--- config.mk ---
export PLATFORM = sky130hd
export DESIGN_NAME = pipeline_ctrl_flat
export DESIGN_NICKNAME = d
export VERILOG_FILES = /design/src/rtl/pipeline_ctrl_if.sv /design/src/rtl/pipeline_ctrl.sv /design/src/flat_wrapper.sv
export SDC_FILE = /design/constraint.sdc
export NUM_CORES = 1
export LEC_CHECK = 0
export CAP_MARGIN = 20
export CORE_ASPECT_RATIO = 0.6
export CORE_UTILIZATION = 45
export DETAILED_ROUTE_END_ITERATION = 6
export MAX_ROUTING_LAYER = met4
export PLACE_DENSITY = 0.77
export SETUP_SLACK_MARGIN = 0.1
export SYNTH_ARGS = -nofsm -noshare
export SYNTH_HDL_FRONTEND = slang
export SYNTH_SLANG_ARGS = --single-unit
--- constraint.sdc ---
create_clock -name CLK -period 3.7 [get_ports CLK]
set_input_delay 0.74 -clock CLK [delete_from_list [all_inputs] [get_ports CLK]]
set_output_delay 0.74 -clock CLK [all_outputs]
set_load 0.01 [all_outputs]
--- src/rtl/pipeline_ctrl_if.sv ---
// Hazard-controller bus: datapath status in, pipeline register
// enables/flushes and PC control out.
interface pipeline_ctrl_if #(
    parameter int unsigned STALL_CNT_W = 32
);
    logic                   ihit;
    logic                   dhit;
    logic                   dREN_EX_MEM;
    logic                   dWEN_EX_MEM;
    logic                   dREN_ID_EX;
    logic [4:0]             Rt_ID_EX;
    logic [4:0]             Rs_IF_ID;
    logic [4:0]             Rt_IF_ID;
    logic                   jump_IF_ID;
    logic                   branch_EX_MEM;
    logic                   zero_EX_MEM;
    logic                   halt_EX_MEM;

    logic                   enable_IF_ID;
    logic                   enable_ID_EX;
    logic                   enable_EX_MEM;
    logic                   enable_MEM_WB;
    logic                   flush_IF_ID;
    logic                   flush_ID_EX;
    logic                   flush_EX_MEM;
    logic                   flush_MEM_WB;
    logic                   pc_en;
    logic [1:0]             pc_src;
    logic                   halt;
    logic                   mem_timeout;
    logic [STALL_CNT_W-1:0] stall_cnt;

    // Datapath side
    modport master (
        output ihit, dhit, dREN_EX_MEM, dWEN_EX_MEM, dREN_ID_EX,
               Rt_ID_EX, Rs_IF_ID, Rt_IF_ID, jump_IF_ID,
               branch_EX_MEM, zero_EX_MEM, halt_EX_MEM,
        input  enable_IF_ID, enable_ID_EX, enable_EX_MEM, enable_MEM_WB,
               flush_IF_ID, flush_ID_EX, flush_EX_MEM, flush_MEM_WB,
               pc_en, pc_src, halt, mem_timeout, stall_cnt
    );

    // Controller side
    modport slave (
        input  ihit, dhit, dREN_EX_MEM, dWEN_EX_MEM, dREN_ID_EX,
               Rt_ID_EX, Rs_IF_ID, Rt_IF_ID, jump_IF_ID,
               branch_EX_MEM, zero_EX_MEM, halt_EX_MEM,
        output enable_IF_ID, enable_ID_EX, enable_EX_MEM, enable_MEM_WB,
               flush_IF_ID, flush_ID_EX, flush_EX_MEM, flush_MEM_WB,
               pc_en, pc_src, halt, mem_timeout, stall_cnt
    );
endinterface

--- src/rtl/pipeline_ctrl.sv ---
// Central hazard/sequencing controller for the 5-stage pipeline:
// reset bubble, memory-wait stalls, load-use interlock, jump/branch
// squash, halt drain and a sticky data-wait watchdog.
module pipeline_ctrl #(
    parameter int unsigned DWAIT_MAX   = 64,
    parameter int unsigned STALL_CNT_W = 32
) (
    input logic            CLK,
    input logic            nRST,
    pipeline_ctrl_if.slave bus
);
    localparam int unsigned   CW     = $clog2(DWAIT_MAX + 1);
    localparam logic [CW-1:0] LP_MAX = CW'(DWAIT_MAX);

    typedef enum logic [2:0] {
        S_BUBBLE,
        S_RUN,
        S_DWAIT,
        S_DRAIN,
        S_HALTED
    } state_t;

    state_t                 r_state;
    state_t                 w_next;
    logic [CW-1:0]          r_wait;
    logic                   r_halt;
    logic                   r_mem_timeout;
    logic [STALL_CNT_W-1:0] r_stall_cnt;

    logic                   w_dstall;
    logic                   w_branch;
    logic                   w_loaduse;
    logic                   w_active;
    logic [3:0]             w_en;   // {IF_ID, ID_EX, EX_MEM, MEM_WB}
    logic [3:0]             w_fl;   // {IF_ID, ID_EX, EX_MEM, MEM_WB}
    logic                   w_pc_en;
    logic [1:0]             w_pc_src;

    // Hazard detection; in DWAIT only dhit matters, and its arrival
    // suppresses the data stall so the remaining rules apply that cycle.
    always_comb begin
        w_dstall  = (r_state == S_DWAIT) ? !bus.dhit
                  : ((bus.dREN_EX_MEM | bus.dWEN_EX_MEM) & !bus.dhit);
        w_branch  = bus.branch_EX_MEM & bus.zero_EX_MEM;
        w_loaduse = bus.dREN_ID_EX && (bus.Rt_ID_EX != 5'd0) &&
                    ((bus.Rt_ID_EX == bus.Rs_IF_ID) || (bus.Rt_ID_EX == bus.Rt_IF_ID));
        w_active  = (r_state == S_RUN) || (r_state == S_DWAIT);
    end

    // Output and next-state decode from state plus current hazards
    always_comb begin
        w_en     = '1;
        w_fl     = '0;
        w_pc_en  = 1'b1;
        w_pc_src = 2'd0;
        w_next   = r_state;
        unique case (r_state)
            S_BUBBLE: begin
                w_en    = '0;
                w_fl    = '1;
                w_pc_en = 1'b0;
                w_next  = S_RUN;
            end
            S_RUN, S_DWAIT: begin
                w_next = S_RUN;
                if (w_dstall) begin
                    w_en    = 4'b0001;
                    w_fl    = 4'b0001;
                    w_pc_en = 1'b0;
                    w_next  = S_DWAIT;
                end else if (bus.halt_EX_MEM) begin
                    w_fl    = 4'b1110;
                    w_pc_en = 1'b0;
                    w_next  = S_DRAIN;
                end else if (w_branch) begin
                    w_fl     = 4'b1110;
                    w_pc_src = 2'd2;
                end else if (bus.jump_IF_ID) begin
                    // A jump without a completed fetch degrades to a fetch stall
                    w_fl = 4'b1000;
                    if (bus.ihit) begin
                        w_pc_src = 2'd1;
                    end else begin
                        w_pc_en = 1'b0;
                    end
                end else if (w_loaduse) begin
                    w_en    = 4'b0111;
                    w_fl    = 4'b0100;
                    w_pc_en = 1'b0;
                end else if (!bus.ihit) begin
                    w_fl    = 4'b1000;
                    w_pc_en = 1'b0;
                end
            end
            S_DRAIN: begin
                w_fl    = 4'b1110;
                w_pc_en = 1'b0;
                w_next  = S_HALTED;
            end
            S_HALTED: begin
                w_en    = '0;
                w_pc_en = 1'b0;
            end
            default: begin
                w_next = S_BUBBLE;
            end
        endcase
    end

    // State, watchdog, sticky flags and stall counter
    always_ff @(posedge CLK or negedge nRST) begin
        if (!nRST) begin
            r_state       <= S_BUBBLE;
            r_wait        <= '0;
            r_halt        <= 1'b0;
            r_mem_timeout <= 1'b0;
            r_stall_cnt   <= '0;
        end else begin
            r_state <= w_next;

            if ((r_state == S_DWAIT) && !bus.dhit) begin
                if (r_wait != LP_MAX) begin
                    r_wait <= r_wait + CW'(1);
                end
                if (r_wait >= LP_MAX - CW'(1)) begin
                    r_mem_timeout <= 1'b1;
                end
            end else begin
                r_wait <= '0;
            end

            if (r_state == S_DRAIN) begin
                r_halt <= 1'b1;
            end

            if (w_active && !w_pc_en) begin
                r_stall_cnt <= r_stall_cnt + STALL_CNT_W'(1);
            end
        end
    end

    // Drive the bus
    always_comb begin
        bus.enable_IF_ID  = w_en[3];
        bus.enable_ID_EX  = w_en[2];
        bus.enable_EX_MEM = w_en[1];
        bus.enable_MEM_WB = w_en[0];
        bus.flush_IF_ID   = w_fl[3];
        bus.flush_ID_EX   = w_fl[2];
        bus.flush_EX_MEM  = w_fl[1];
        bus.flush_MEM_WB  = w_fl[0];
        bus.pc_en         = w_pc_en;
        bus.pc_src        = w_pc_src;
        bus.halt          = r_halt;
        bus.mem_timeout   = r_mem_timeout;
        bus.stall_cnt     = r_stall_cnt;
    end
endmodule

--- src/flat_wrapper.sv ---
// flat-port wrapper written by rule: the top's interface ports become plain ports
module pipeline_ctrl_flat 
#(
    parameter int unsigned DWAIT_MAX   = 64,
    parameter int unsigned STALL_CNT_W = 32
)
  (CLK, nRST, bus_ihit, bus_dhit, bus_dREN_EX_MEM, bus_dWEN_EX_MEM, bus_dREN_ID_EX, bus_Rt_ID_EX, bus_Rs_IF_ID, bus_Rt_IF_ID, bus_jump_IF_ID, bus_branch_EX_MEM, bus_zero_EX_MEM, bus_halt_EX_MEM, bus_enable_IF_ID, bus_enable_ID_EX, bus_enable_EX_MEM, bus_enable_MEM_WB, bus_flush_IF_ID, bus_flush_ID_EX, bus_flush_EX_MEM, bus_flush_MEM_WB, bus_pc_en, bus_pc_src, bus_halt, bus_mem_timeout, bus_stall_cnt);
  pipeline_ctrl_if #(.STALL_CNT_W(STALL_CNT_W)) bus_i ();
  input logic CLK;
  input logic nRST;
  input wire logic [$bits(bus_i.ihit)-1:0] bus_ihit;
  input wire logic [$bits(bus_i.dhit)-1:0] bus_dhit;
  input wire logic [$bits(bus_i.dREN_EX_MEM)-1:0] bus_dREN_EX_MEM;
  input wire logic [$bits(bus_i.dWEN_EX_MEM)-1:0] bus_dWEN_EX_MEM;
  input wire logic [$bits(bus_i.dREN_ID_EX)-1:0] bus_dREN_ID_EX;
  input wire logic [$bits(bus_i.Rt_ID_EX)-1:0] bus_Rt_ID_EX;
  input wire logic [$bits(bus_i.Rs_IF_ID)-1:0] bus_Rs_IF_ID;
  input wire logic [$bits(bus_i.Rt_IF_ID)-1:0] bus_Rt_IF_ID;
  input wire logic [$bits(bus_i.jump_IF_ID)-1:0] bus_jump_IF_ID;
  input wire logic [$bits(bus_i.branch_EX_MEM)-1:0] bus_branch_EX_MEM;
  input wire logic [$bits(bus_i.zero_EX_MEM)-1:0] bus_zero_EX_MEM;
  input wire logic [$bits(bus_i.halt_EX_MEM)-1:0] bus_halt_EX_MEM;
  output wire logic [$bits(bus_i.enable_IF_ID)-1:0] bus_enable_IF_ID;
  output wire logic [$bits(bus_i.enable_ID_EX)-1:0] bus_enable_ID_EX;
  output wire logic [$bits(bus_i.enable_EX_MEM)-1:0] bus_enable_EX_MEM;
  output wire logic [$bits(bus_i.enable_MEM_WB)-1:0] bus_enable_MEM_WB;
  output wire logic [$bits(bus_i.flush_IF_ID)-1:0] bus_flush_IF_ID;
  output wire logic [$bits(bus_i.flush_ID_EX)-1:0] bus_flush_ID_EX;
  output wire logic [$bits(bus_i.flush_EX_MEM)-1:0] bus_flush_EX_MEM;
  output wire logic [$bits(bus_i.flush_MEM_WB)-1:0] bus_flush_MEM_WB;
  output wire logic [$bits(bus_i.pc_en)-1:0] bus_pc_en;
  output wire logic [$bits(bus_i.pc_src)-1:0] bus_pc_src;
  output wire logic [$bits(bus_i.halt)-1:0] bus_halt;
  output wire logic [$bits(bus_i.mem_timeout)-1:0] bus_mem_timeout;
  output wire logic [$bits(bus_i.stall_cnt)-1:0] bus_stall_cnt;
  assign bus_i.ihit = bus_ihit;
  assign bus_i.dhit = bus_dhit;
  assign bus_i.dREN_EX_MEM = bus_dREN_EX_MEM;
  assign bus_i.dWEN_EX_MEM = bus_dWEN_EX_MEM;
  assign bus_i.dREN_ID_EX = bus_dREN_ID_EX;
  assign bus_i.Rt_ID_EX = bus_Rt_ID_EX;
  assign bus_i.Rs_IF_ID = bus_Rs_IF_ID;
  assign bus_i.Rt_IF_ID = bus_Rt_IF_ID;
  assign bus_i.jump_IF_ID = bus_jump_IF_ID;
  assign bus_i.branch_EX_MEM = bus_branch_EX_MEM;
  assign bus_i.zero_EX_MEM = bus_zero_EX_MEM;
  assign bus_i.halt_EX_MEM = bus_halt_EX_MEM;
  assign bus_enable_IF_ID = bus_i.enable_IF_ID;
  assign bus_enable_ID_EX = bus_i.enable_ID_EX;
  assign bus_enable_EX_MEM = bus_i.enable_EX_MEM;
  assign bus_enable_MEM_WB = bus_i.enable_MEM_WB;
  assign bus_flush_IF_ID = bus_i.flush_IF_ID;
  assign bus_flush_ID_EX = bus_i.flush_ID_EX;
  assign bus_flush_EX_MEM = bus_i.flush_EX_MEM;
  assign bus_flush_MEM_WB = bus_i.flush_MEM_WB;
  assign bus_pc_en = bus_i.pc_en;
  assign bus_pc_src = bus_i.pc_src;
  assign bus_halt = bus_i.halt;
  assign bus_mem_timeout = bus_i.mem_timeout;
  assign bus_stall_cnt = bus_i.stall_cnt;
  pipeline_ctrl #(.DWAIT_MAX(DWAIT_MAX), .STALL_CNT_W(STALL_CNT_W)) u_core (.CLK(CLK), .nRST(nRST), .bus(bus_i));
endmodule
==> results.toml <==
[global_route]
grt_pass1_vias = 1862
track_usage = 0.227
busiest_layer = "met1"
grt_antenna_before_repair = 0
grt_util_met3 = 0.0453
grt_max_degree = 45
met2_usage = 0.325
grtUsageMet1 = 0.338
grt_pass1_wl_um = 9150
grt-ovfl-total = 0

[clock_network]
max-clock-path-buffers = 2
cts_tree = "done"
clkLatencyLatePin_ns = 0.29
cts.sinks = 44
root_buffer = "clkbuf_8"
hold_buffers = 0
cts_max_level = 2
clk_pin_slew_ns = 0.08
cts_made_buffers = 5

[worst_setup_path]
start_kind = "primary input"
crit_family = "buffers and inverters"
end_kind = "primary output"
required_ns = 2.96
worstSetupPathType = "primary input to primary output"
cp_max_fo = 5
path_buf_inv = 2
path_cells = "clkdlybuf4s50_1, or4_1, o21ai_2, a21oi_4, nand2_1, nand2_1, o21ai_0, clkdlybuf4s50_1"
cp_slowest_stage_delay_ns = 0.59
slowest_stage = "or4_1"
worst-endpoint-arrival_ns = 2.84

[drt]
vias = 2008
initialDrtViolationCount = 142
ant_nets = 0
drtPass1Iterations = 4
vias_per_cell = 5.47
wl_per_cell_um = 15.4
drc = 0
finalWirelength_um = 5660

[finish]
register_area_sq_um = 1100
syn2layout_area_growth_pct = 37.2
nets = 333
mostFrequentLayoutCells = "clkdlybuf4s50_1, dfrtp_1, xnor2_1"
layout_commonest_cell = "clkdlybuf4s50_1"
num-fill-cells = 389
diodes = 0
drive_gt1_frac = 0.0493
multi_input_area_sq_um = 1160

[timing]
fin_worst_skew_ns = 0.00917
final_hold_viol_count = 0
drv_slew = 0
finalSetupTns_ns = 0
tightest_slew_ns = 0.607
setup_ws_ns = 0.119
relSlewSlack = 0.595
fmax_mhz = 279
rsz0062_at_grt = "no"
period_needed_ns = 3.58
min_period_over_period = 0.968
finalSetupViolations = 0
hold_slack_ns = 0.312

[floorplanning]
die_y_um = 57.5
initial_utilization = 0.487
core-area_sq_um = 4750
die_area_sq_um = 5440
die_x_um = 94.6
ios = 71
row_count = 19

[power_and_ir_drop]
irDropWorstVdd_mv = 0.429
p_per_area_nw_per_um2 = 528
p_leak_nw = 1.35

[place]
gp_congestion = 0.815
place_hpwl_um = 4140
dp_slack_ns = 0.0290
portBuffers = 70

[synthesis]
syn_area_sq_um = 2310
yosysSeqAreaShare = 0.476
syn_inst = 233
synth_nets = 262
yosys_warnings = 0
ys_ff_latch = 44
syn_area_per_cell_sq_um = 9.93
yosysUniqueCellTypes = 36

[worst_hold_path]
hold_class = "primary input to asynchronous set/reset pin"

[job]
drv_cap = 0

[outcome]
status = "finished clean"
## area by class of cell
| cell class | instances | share of cell area |
|---|---|---|
| multi-input cells | 176 | 0.367 |
| flip-flops and latches | 44 | 0.347 |
| repair buffers | 72 | 0.229 |
| well taps | 63 | 0.0248 |
| clock buffers | 5 | 0.0217 |
| inverters | 5 | 0.00591 |
| clock inverters | 2 | 0.00394 |
## power breakdown
| group | switching [mW] | internal, mW |
|---|---|---|
| combinational | 0.437 | 0.349 |
| sequential | 0.0692 | 0.531 |
| clock | 0.161 | 0.128 |
## what timing repair did
item / CTS / global route
setup endpoints to repair: 2 / 4
pin swaps: 0 / 1
buffers inserted: 0 / 1
resized for setup: 3 / 6
## logic make-up (layout without fill, tap and decap cells)
kind of cell,Yosys count,in the layout,share of synthesized area
AND/OR/NAND/NOR,100,100,0.229
XOR/XNOR,48,48,0.182
flip-flops,44,44,0.476
AO/OA/AOI/OAI,25,25,0.0676
buffers and inverters,13,84,0.0297
adder cells (fa/ha/maj),3,3,0.0162
## final timing paths
kind / start / end / slack (ns) / depth (start not counted)
min reg2reg: u_core.bus.mem_timeout / u_core.bus.mem_timeout / 0.48 / 1
max: bus_Rt_ID_EX[0] / bus_enable_IF_ID / 0.12 / 8
min in group CLK: u_core.bus.mem_timeout / u_core.bus.mem_timeout / 0.48 / 1
max reg2reg: u_core.r_state[1] / u_core.bus.stall_cnt[9] / 1.12 / 7
min: nRST / u_core.r_wait[0] / 0.31 / 1
max in group asynchronous: nRST / u_core.bus.stall_cnt[14] / 2.92 / 2
## metrics by stage
stage	power [mW]	util	cell area, sq um	instances
finish	1.67	0.667	3170	367
global placement	1.36	0.639	3040	358
global route	1.79	0.667	3170	367
floorplan	1.06	-	2310	233
detailed placement	1.37	0.639	3040	358
CTS	1.67	0.657	3120	365
## per-layer routing
metal / vias up / wire [um]
met2: 54 / 2490
met5: - / 0
met3: 7 / 278
met1: 994 / 2850
li1: 953 / -
met4: 0 / 34
## sequential cells by signal, indices dropped and copies added (netlist names)
register and count:
u_core.r_wait 7, u_core.bus.mem_timeout 1, u_core.bus.halt 1, u_core.r_state 3
u_core.bus.stall_cnt 32
## worst register-to-register path, cell delays in order, from the launching register on
cell and delay (ns):
dfrtp_1 0.44, xor2_1 0.39, a21oi_1 0.15, or2_1 0.33, o31a_1 0.33, a31oi_2 0.50, nor3_1 0.16, xor2_1 0.17
## Yosys cell counts, drive strengths merged
cell,n,area share
nand3b,1,0.0032
o22ai,1,0.0027
o21bai,2,0.0065
nand2b,1,0.0027
or4,1,0.0032
and2,3,0.0081
xor2,18,0.068
and4,3,0.011
nand2,13,0.021
buf,5,0.017
nand3,24,0.052
a21o,2,0.0065
nor3,8,0.017
a21oi,8,0.017
nor4,3,0.0081
nor2,15,0.024
dfrtp,44,0.48
ha,3,0.016
o21ai,7,0.015
clkbuf,3,0.0049
a22o,1,0.0038
and3,8,0.022
a31o,1,0.0038
or2,1,0.0027
o31a,1,0.0038
inv,5,0.0081
xnor2,30,0.11
a31oi,2,0.0081
nor2b,3,0.0081
nor3b,1,0.0032
nor4b,1,0.0038
nand4,14,0.038
No activity file was read; power rests on OpenSTA's default activity.
==> RTL change: new RTL, config.mk and constraints unchanged <==
`STALL_CNT_W` is set to 32 in 3 places; all go to 24.
--- a/src/rtl/pipeline_ctrl_if.sv
+++ b/src/rtl/pipeline_ctrl_if.sv
@@ -3,3 +3,3 @@
 interface pipeline_ctrl_if #(
-    parameter int unsigned STALL_CNT_W = 32
+    parameter int unsigned STALL_CNT_W = 24
 );
--- a/src/rtl/pipeline_ctrl.sv
+++ b/src/rtl/pipeline_ctrl.sv
@@ -5,3 +5,3 @@
     parameter int unsigned DWAIT_MAX   = 64,
-    parameter int unsigned STALL_CNT_W = 32
+    parameter int unsigned STALL_CNT_W = 24
 ) (
--- a/src/flat_wrapper.sv
+++ b/src/flat_wrapper.sv
@@ -4,3 +4,3 @@
     parameter int unsigned DWAIT_MAX   = 64,
-    parameter int unsigned STALL_CNT_W = 32
+    parameter int unsigned STALL_CNT_W = 24
 )
Ports: changed (resized bus_stall_cnt); port bits go from 71 to 63. The function was not compared with the original's and may differ.
==> RTL change against the original RTL <==
Final area shrank 10%; critical path type unchanged; global-route usage shrank 1.4 points; wire length shrank 18%; sequential cell count shrank 8; total power shrank 5.1%; worst setup slack gained 62 ps; synthesized area shrank 11%; combinational power shrank 2%; highest routed layer unchanged.
==> RTL change: results (changes against the original RTL) <==
[run_status]
status = finished, final reports clean

[placement]
port_buffers = 62  ; -11%
gp_congestion = 0.855  ; +4.9%
dpl_worst_slack_ps = -81.8  ; -111 ps
hpwl_um = 3490  ; -16%

[synthesis]
async_flop_share_pct = 100  ; unchanged
syn_nets = 242  ; -7.6%
ys.flop_type = dfrtp_1
yosys-top-cells-count = dfrtp_1 (36), xor2_1 (22), nor2_1 (19)
synth.distinct_cells = 38  ; +5.6%
yosysSeqAreaShare_pct = 43.8  ; -3.8 points
synthTopCellsByArea = dfrtp_1 (44%), xor2_1 (9.4%), xnor2_1 (7.2%)

[global_route]
grt_max_degree = 37  ; -18%
grt_pass1_wl_um = 7330  ; -20%
track_usage_pct = 21.3  ; -1.4 points
grt_pass1_vias = 1492  ; -20%

[critical_path]
rrSetupSlack_ps = 1060  ; -60 ps
crit_path_start = bus_dWEN_EX_MEM
worstPathMaxFanout = 9  ; +4
cp-endpoint = bus_flush_EX_MEM
arrival_ps = 2780  ; -60 ps
reg2reg_to = u_core.bus.stall_cnt[9]
rr_worst_depth = 8  ; +1

[clock_tree]
cts-htree-levels = 2  ; unchanged
clk_latency_ps = 280
clkSlewWorstSetupHoldPaths_ps = 70
cts_inserted_buffers = 5  ; unchanged

[routing]
detail_route.iter0.violations = 103  ; -27%
vias_per_cell = 5.06  ; -7.6%
wire_per_inst_um = 13.5  ; -13%

[layout]
nNetsFinal = 312  ; -6.3%
diodes = 0  ; unchanged
largest_reg_flops = 24  ; -25%
nFillCells = 343  ; -12%
drive_above_1_share_pct = 9.51  ; +4.6 points

[timing]
skew_ps = 6.19  ; -2.99 ps
worstMarginPinSlew_ps = 435  ; -172 ps
post-route-period-util_pct = 95.1  ; -1.7 points

[hold_path]
hold_path.class = register to register

[power]
power.leakage_nw = 1.26  ; -6.7%
ir_drop_v = 0.000373  ; -13%

==> RTL change: cell types whose count changed after synthesis, sizes merged, moves of 6 or more <==
cell	delta
xnor2	-13
nor3	+7
dfrtp	-8
nand3	-10
nand4	-11
inv	+7
nor2	+6
==> RTL change: logic make-up (layout without fill, tap and decap cells) <==
logic type               count (synthesis)  after routing  synth area share [%]
multiplexers                             2              2                  1.28
adder cells (fa/ha/maj)                  3              3                  1.83
flip-flops                              36             36                  43.8
XOR/XNOR                                39             39                  16.6
AO/OA/AOI/OAI                           26             26                  9.31
AND/OR/NAND/NOR                         89             89                  22.6
buffers and inverters                   18             89                  4.56
==> RTL change: cell type report <==
| cell class | instances | area [µm²] | share of cell area [%] |
|---|---|---|---|
| tap | 60 | 75.1 | 2.63 |
| inverter | 12 | 45.0 | 1.58 |
| sequential | 36 | 901 | 31.6 |
| clock buffer | 8 | 90.1 | 3.16 |
| timing repair buffer | 69 | 671 | 23.5 |
| multi-input combinational | 159 | 1070 | 37.6 |
==> RTL change: power breakdown <==
group / internal (mW) / switching (mW)
registers: 0.451 / 0.0855
logic: 0.388 / 0.381
clock network: 0.152 / 0.131
==> RTL change: layer usage <==
metal / global-route usage [%] / wire [µm] / vias to the layer above
li1: - / - / 871
met1: 32.2 / 2470 / 818
met2: 27.5 / 1840 / 48
met3: 5.88 / 309 / 2
met4: 5.56 / 17 / 0
met5: - / 0 / -
==> RTL change: worst min-delay path by stage <==
stage	startpoint	to	slack, ps	cells past startpoint
2_1_floorplan	nRST	u_core.bus.halt	440	0
3_3_place_gp	u_core.bus.stall_cnt[23]	u_core.bus.stall_cnt[23]	460	1
3_5_place_dp	u_core.bus.stall_cnt[23]	u_core.bus.stall_cnt[23]	460	1
4_1_cts	u_core.bus.stall_cnt[23]	u_core.bus.stall_cnt[23]	470	1
5_1_grt	u_core.bus.stall_cnt[23]	u_core.bus.stall_cnt[23]	490	1
6_report	u_core.bus.stall_cnt[23]	u_core.bus.stall_cnt[23]	470	1
==> RTL change: what timing repair did <==
item / 4_1_cts / 5_1_grt
pin swaps: 0 / 0
resized for setup: 2 / 2
setup endpoints to repair: 2 / 3
==> RTL change: critical path: stages <==
cell and delay [ps]:
clkdlybuf4s50_1 420, or4b_4 520, a2bb2oi_2 160, buf_4 190, o22ai_1 170, clkdlybuf4s50_1 580
==> RTL change: per-stage QoR <==
step	cells	power [mW]	instance area, µm²
global route	344	1.68	2860
global placement	336	1.31	2760
CTS	344	1.59	2840
detailed placement	336	1.32	2760
floorplan	213	0.998	2060
finish	344	1.59	2860
